**src/rtl/tt_sum_accumulator_if.sv**
```systemverilog
// Sample/result handshake bundle between the adder stage and the sum accumulator.
// The master drives samples and takes results; the slave is the accumulator itself.
interface tt_sum_accumulator_if #(
    parameter int IN_W  = 9,
    parameter int ACC_W = 11
);
    logic [IN_W-1:0]  sum_in;
    logic             in_valid;
    logic             in_ready;
    logic [ACC_W-1:0] acc_out;
    logic             out_valid;
    logic             out_ready;
    logic             overflow;
    logic [7:0]       sample_cnt;

    modport master (
        output sum_in, in_valid, out_ready,
        input  in_ready, acc_out, out_valid, overflow, sample_cnt
    );

    modport slave (
        input  sum_in, in_valid, out_ready,
        output in_ready, acc_out, out_valid, overflow, sample_cnt
    );
endinterface

```
**src/rtl/tt_sum_accumulator.sv**
```systemverilog
// Integrates BURST consecutive adder samples into a wider result, then holds it
// behind a valid/ready output until consumed, flagging any overflow on the way.
module tt_sum_accumulator #(
    parameter int IN_W     = 9,
    parameter int ACC_W    = 11,
    parameter int BURST    = 4,
    parameter bit SATURATE = 1'b1
) (
    input  logic                  clk,
    input  logic                  rst_n,
    input  logic                  ena,
    input  logic                  clear,
    tt_sum_accumulator_if.slave   bus
);

    typedef enum logic {
        ACCUM,
        HOLD
    } state_t;

    localparam logic [7:0] LAST_CNT = 8'(BURST - 1);

    state_t           state;
    logic [ACC_W-1:0] acc;
    logic [7:0]       cnt;
    logic             out_valid_q;
    logic             overflow_q;

    logic [ACC_W:0]   sum_wide;
    logic             carry;
    logic [ACC_W-1:0] next_acc;
    logic             accept;

    // One extra bit catches the carry; saturation pins the value so later adds stay at all-ones.
    always_comb begin
        sum_wide = {1'b0, acc} + {{(ACC_W + 1 - IN_W){1'b0}}, bus.sum_in};
        carry    = sum_wide[ACC_W];
        next_acc = sum_wide[ACC_W-1:0];
        if (carry && SATURATE) begin
            next_acc = '1;
        end
    end

    assign bus.in_ready   = ena & (state == ACCUM) & ~clear;
    assign accept         = bus.in_valid & bus.in_ready;

    assign bus.acc_out    = acc;
    assign bus.out_valid  = out_valid_q;
    assign bus.overflow   = overflow_q;
    assign bus.sample_cnt = cnt;

    // clear outranks everything while enabled; with ena low nothing moves, not even a handshake.
    always_ff @(posedge clk or negedge rst_n) begin
        if (!rst_n) begin
            state       <= ACCUM;
            acc         <= '0;
            cnt         <= '0;
            out_valid_q <= 1'b0;
            overflow_q  <= 1'b0;
        end else if (ena) begin
            if (clear) begin
                state       <= ACCUM;
                acc         <= '0;
                cnt         <= '0;
                out_valid_q <= 1'b0;
                overflow_q  <= 1'b0;
            end else begin
                case (state)
                    ACCUM: begin
                        if (accept) begin
                            acc <= next_acc;
                            cnt <= cnt + 8'd1;
                            if (carry) begin
                                overflow_q <= 1'b1;
                            end
                            if (cnt == LAST_CNT) begin
                                state       <= HOLD;
                                out_valid_q <= 1'b1;
                            end
                        end
                    end
                    HOLD: begin
                        if (out_valid_q && bus.out_ready) begin
                            state       <= ACCUM;
                            acc         <= '0;
                            cnt         <= '0;
                            out_valid_q <= 1'b0;
                            overflow_q  <= 1'b0;
                        end
                    end
                    default: begin
                        state <= ACCUM;
                    end
                endcase
            end
        end
    end

endmodule
```
**src/flat_wrapper.sv**
```systemverilog
// flat-port wrapper written by rule: the top's interface ports become plain ports
module tt_sum_accumulator_flat 
#(
    parameter int IN_W     = 9,
    parameter int ACC_W    = 11,
    parameter int BURST    = 4,
    parameter bit SATURATE = 1'b1
)
  (clk, rst_n, ena, clear, bus_sum_in, bus_in_valid, bus_out_ready, bus_in_ready, bus_acc_out, bus_out_valid, bus_overflow, bus_sample_cnt);
  tt_sum_accumulator_if #(.IN_W(IN_W), .ACC_W(ACC_W)) bus_i ();
  input  logic clk;
  input  logic rst_n;
  input  logic ena;
  input  logic clear;
  input wire logic [$bits(bus_i.sum_in)-1:0] bus_sum_in;
  input wire logic [$bits(bus_i.in_valid)-1:0] bus_in_valid;
  input wire logic [$bits(bus_i.out_ready)-1:0] bus_out_ready;
  output wire logic [$bits(bus_i.in_ready)-1:0] bus_in_ready;
  output wire logic [$bits(bus_i.acc_out)-1:0] bus_acc_out;
  output wire logic [$bits(bus_i.out_valid)-1:0] bus_out_valid;
  output wire logic [$bits(bus_i.overflow)-1:0] bus_overflow;
  output wire logic [$bits(bus_i.sample_cnt)-1:0] bus_sample_cnt;
  assign bus_i.sum_in = bus_sum_in;
  assign bus_i.in_valid = bus_in_valid;
  assign bus_i.out_ready = bus_out_ready;
  assign bus_in_ready = bus_i.in_ready;
  assign bus_acc_out = bus_i.acc_out;
  assign bus_out_valid = bus_i.out_valid;
  assign bus_overflow = bus_i.overflow;
  assign bus_sample_cnt = bus_i.sample_cnt;
  tt_sum_accumulator #(.IN_W(IN_W), .ACC_W(ACC_W), .BURST(BURST), .SATURATE(SATURATE)) u_core (.clk(clk), .rst_n(rst_n), .ena(ena), .clear(clear), .bus(bus_i));
endmodule
```
**config.mk**
```make
export PLATFORM = sky130hd
export DESIGN_NAME = tt_sum_accumulator_flat
export DESIGN_NICKNAME = d
export VERILOG_FILES = /design/src/rtl/tt_sum_accumulator_if.sv /design/src/rtl/tt_sum_accumulator.sv /design/src/flat_wrapper.sv
export SDC_FILE = /design/constraint.sdc
export NUM_CORES = 1
export LEC_CHECK = 0
export ABC_AREA = 1
export ABC_CLOCK_PERIOD_IN_PS = 1500
export CAP_MARGIN = 15
export CORE_MARGIN = 1
export CORE_UTILIZATION = 46
export DETAILED_ROUTE_END_ITERATION = 8
export GPL_TIMING_DRIVEN = 0
export PLACE_DENSITY = 0.87
export SYNTH_ARGS = -nofsm -noshare
export SYNTH_HDL_FRONTEND = slang
export SYNTH_SLANG_ARGS = --single-unit
export TNS_END_PERCENT = 5
```
**constraint.sdc**
```tcl
create_clock -name clk -period 1.5 [get_ports clk]
set_input_delay 0.15 -clock clk [delete_from_list [all_inputs] [get_ports clk]]
set_output_delay 0.15 -clock clk [all_outputs]
set_load 0.02 [all_outputs]
```
==> flow_metrics.tcl <==
set metrics [dict create \
    root_buffer "clkbuf_8" \
    final_layout_size_suffix_gt1_share_pct 25.91 \
    first_pass_iters 4 \
    gr-usage-met1_pct 27.61 \
    cts_tree "done" \
    yosysMostFrequentCell "nand2_1" \
    ys_types 30 \
    syn_area_per_cell_um2 6.782 \
    io_buffers 36 \
    worst_slack_ns -0.1258 \
    seqPwrFrac_pct 35.3 \
    clock_latency_ns 0.27 \
    cts_hold_buf 0 \
    required_ns 1.66 \
    grt_first_pass_wirelength_um 7162 \
    core_area_mm2 0.003442 \
    antenna_cells 0 \
    netlist.area_leader.share_pct 32.21 \
    synthesis.nets 278 \
    swShare_pct 36.33 \
    power_switching_uw 732.8 \
    gr-usage-met3_pct 2.737 \
    antenna_found_initial 0 \
    drt-initial-drc-count 139 \
    die_y_um 62.96 \
    ys_top_cells_by_count "93 x nand2_1, 38 x inv_1, 22 x dfrtp_1" \
    r2r_setup_slack_ns -0.13 \
    grt_overflow 0 \
    dp.final_hpwl_um 3036 \
    fin_crit_ns 1.626 \
    clk_pin_slew_ns 0.08 \
    p_int_mw 1.285 \
    syn_inst 252 \
    outcome "complete, but fails checks" \
    yosys_most_used_dff "dfrtp_1" \
    ff2ff_path_depth 11 \
    synth_top_cell_by_area "dfrtp_1" \
    maxSlewHeadroom_pct 30.17 \
    start_util_pct 49.65 \
    synth_edf_count 0 \
    cap_violations 0 \
    grt_pass1_vias 1690 \
    gp_congestion 0.9408 \
    arrival_ns 1.79 \
    h-tree-depth 1 \
    violations "negative setup slack" \
    async_flop_share_pct 100.0 \
    busiest_layer "met2" \
    tightestPinTransition_ns 1.044 \
    grt_setup_unrepaired "yes" \
    nNetsFinal 328 \
    yosysWarnings 0 \
    hold_slack_ns 0.4455 \
    clockBufferDepth 2 \
    die_w_um 62.96 \
    grt_max_degree 23 \
    track_usage_pct 22.82 \
    die-area_mm2 0.003963 \
    netlist_area_mm2 0.001709 \
    area_delta_synth_final_pct 46.56 \
    design_area_mm2 0.002505 \
    start_kind "flip-flop" \
    p_comb_share_pct 43.1 \
    gr-usage-met2_pct 40.46 \
    p_leak_nw 1.431 \
    vias_per_cell 5.138 \
    fmax_ghz 0.6151 \
    fill_cells 240 \
    postSynthRegisterBits 22 \
    dp_worst_setup_slack_ns -0.4591 \
    min_period_over_period_pct 108.4 \
    wirelength_um 4364 \
    clkPwrFrac_pct 21.6 \
    seq_area_frac_synth_pct 32.21 \
    synth.area.top_cells "dfrtp_1 32%, nand2_1 20%, inv_1 8.3%" \
    drc 0 \
    routedWlPerCell_um 12.58 \
    cts.sinks 22 \
    end_kind "flip-flop" \
    vias 1783 \
    hold_viol 0 \
    dp_cells 334 \
    rows 21 \
    crit_type "flip-flop to flip-flop" \
    worst_hold_path_type "primary input to async pin" \
    io_pins 37 \
    ant_nets 0 \
    path_max_fanout 7 \
    slew_violations 0 \
    r2r-start "u_core.bus.acc_out[6]" \
    r2r-end "u_core.bus.acc_out[7]" \
    worst_clock_skew_ns 0.004499 \
    cts_made_buffers 3 \
    place_area_mm2 0.002231 \
    peakVddDrop_uv 435.9 \
    setup_viol 12 \
    p_per_area_mw_per_mm2 805.4 \
    stdcell_count 347 \
]
==> kinds of logic (layout without fill, tap and decap cells) <==
family	Yosys count	count (layout)	share of synthesized area, %
buf+inv	44	93	10.32
xor+xnor	5	5	2.563
fa+ha+maj	11	11	8.492
simple gates	150	150	38.58
flops	22	22	32.21
compound gates	20	20	7.833
==> worst max path at each step <==
stage	start	endpoint	slack, ns	cells after the start
after global placement	bus_sum_in[0]	u_core.bus.acc_out[6]	-0.44	10
after floorplan	u_core.bus.acc_out[0]	u_core.bus.acc_out[6]	-0.08	9
after global routing	u_core.bus.acc_out[6]	u_core.bus.acc_out[8]	-0.21	11
after CTS	u_core.bus.acc_out[0]	u_core.bus.acc_out[8]	-0.15	9
after detailed placement	bus_sum_in[0]	u_core.bus.acc_out[6]	-0.46	10
final	u_core.bus.acc_out[6]	u_core.bus.acc_out[7]	-0.13	11
==> worst max-delay path, stage by stage (launching register included) <==
cell and delay [ns]:
dfrtp_2 0.42, ha_4 0.25, nand2_1 0.07, nand2_1 0.06, inv_1 0.06, nand2_2 0.06
nand2_2 0.07, nand2_2 0.06, nor2_4 0.22, nand3_1 0.10, nand2_1 0.07, nand2_1 0.05
==> stage by stage <==
step	setup TNS (ns)	power [mW]	utilization [%]
global placement	-4.435	1.438	64.81
global route	-2.067	2.133	72.77
finish	-1.002	2.017	72.77
CTS	-1.715	1.997	70.88
detailed placement	-4.834	1.456	64.81
floorplan	-0.8057	1.195	-
==> repair_timing <==
action | CTS | global route
hold endpoints to repair | 0 | 0
gates resized for setup | 19 | 28
pin swaps | 11 | 5
setup endpoints to repair | 17 | 33
setup buffers | 9 | 0
cloned | 0 | 0
==> per-layer routing <==
layer | vias up | part of all wire, % | routed length (um)
met3 | 11 | 5.2 | 229
met1 | 820 | 43 | 1857
met5 | - | 0 | 0
met4 | 0 | 1.7 | 75
met2 | 64 | 50 | 2202
li1 | 888 | - | -
==> state kept, by name (all words and copies together), names as in the netlist <==
signal / count
u_core.bus.acc_out: 11
u_core.bus.sample_cnt: 8
u_core.bus.out_valid: 1
u_core.bus.overflow: 1
u_core.state: 1
==> cell usage in the layout (no fill, tap or decap), types with 2 or more instances in the layout <==
master | Yosys | routed
nor2_2 | 5 | 3
xor2_1 | 2 | 2
nor2_4 | 2 | 4
a21oi_2 | 2 | 2
dlymetal6s2s_1 | 0 | 12
ha_4 | 0 | 9
inv_1 | 38 | 36
o21ai_1 | 5 | 3
buf_4 | 0 | 10
nand3_1 | 21 | 14
nor2_1 | 16 | 16
nor3_1 | 4 | 3
xnor2_1 | 3 | 3
clkdlybuf4s50_1 | 0 | 22
clkbuf_8 | 0 | 4
a21oi_1 | 6 | 5
nand2_1 | 93 | 83
inv_2 | 3 | 5
nand3_2 | 1 | 8
nand4_1 | 4 | 4
nand2_2 | 1 | 10
dfrtp_1 | 22 | 13
dfrtp_2 | 0 | 9
o21ai_0 | 3 | 3
==> power by group through the flow <==
stage	clock [mW]	combinational, mW	sequential [mW]
final	0.436	0.870	0.712
after global routing	0.464	0.950	0.719
after CTS	0.447	0.840	0.710
after detailed placement	0	0.731	0.725
after global placement	0	0.712	0.726
after floorplan	0	0.420	0.775
==> cell type report <==
type	count	area, um^2	area share [%]
Buffer	2	16.27	0.6494
Clock buffer	4	55.05	2.198
Inverter	42	160.2	6.394
Multi-Input combinational cell	186	1204	48.05
Sequential cell	22	561.8	22.43
Tap cell	46	57.56	2.298
Timing Repair Buffer	45	450.4	17.98
Power figures use the tool's default switching activity.
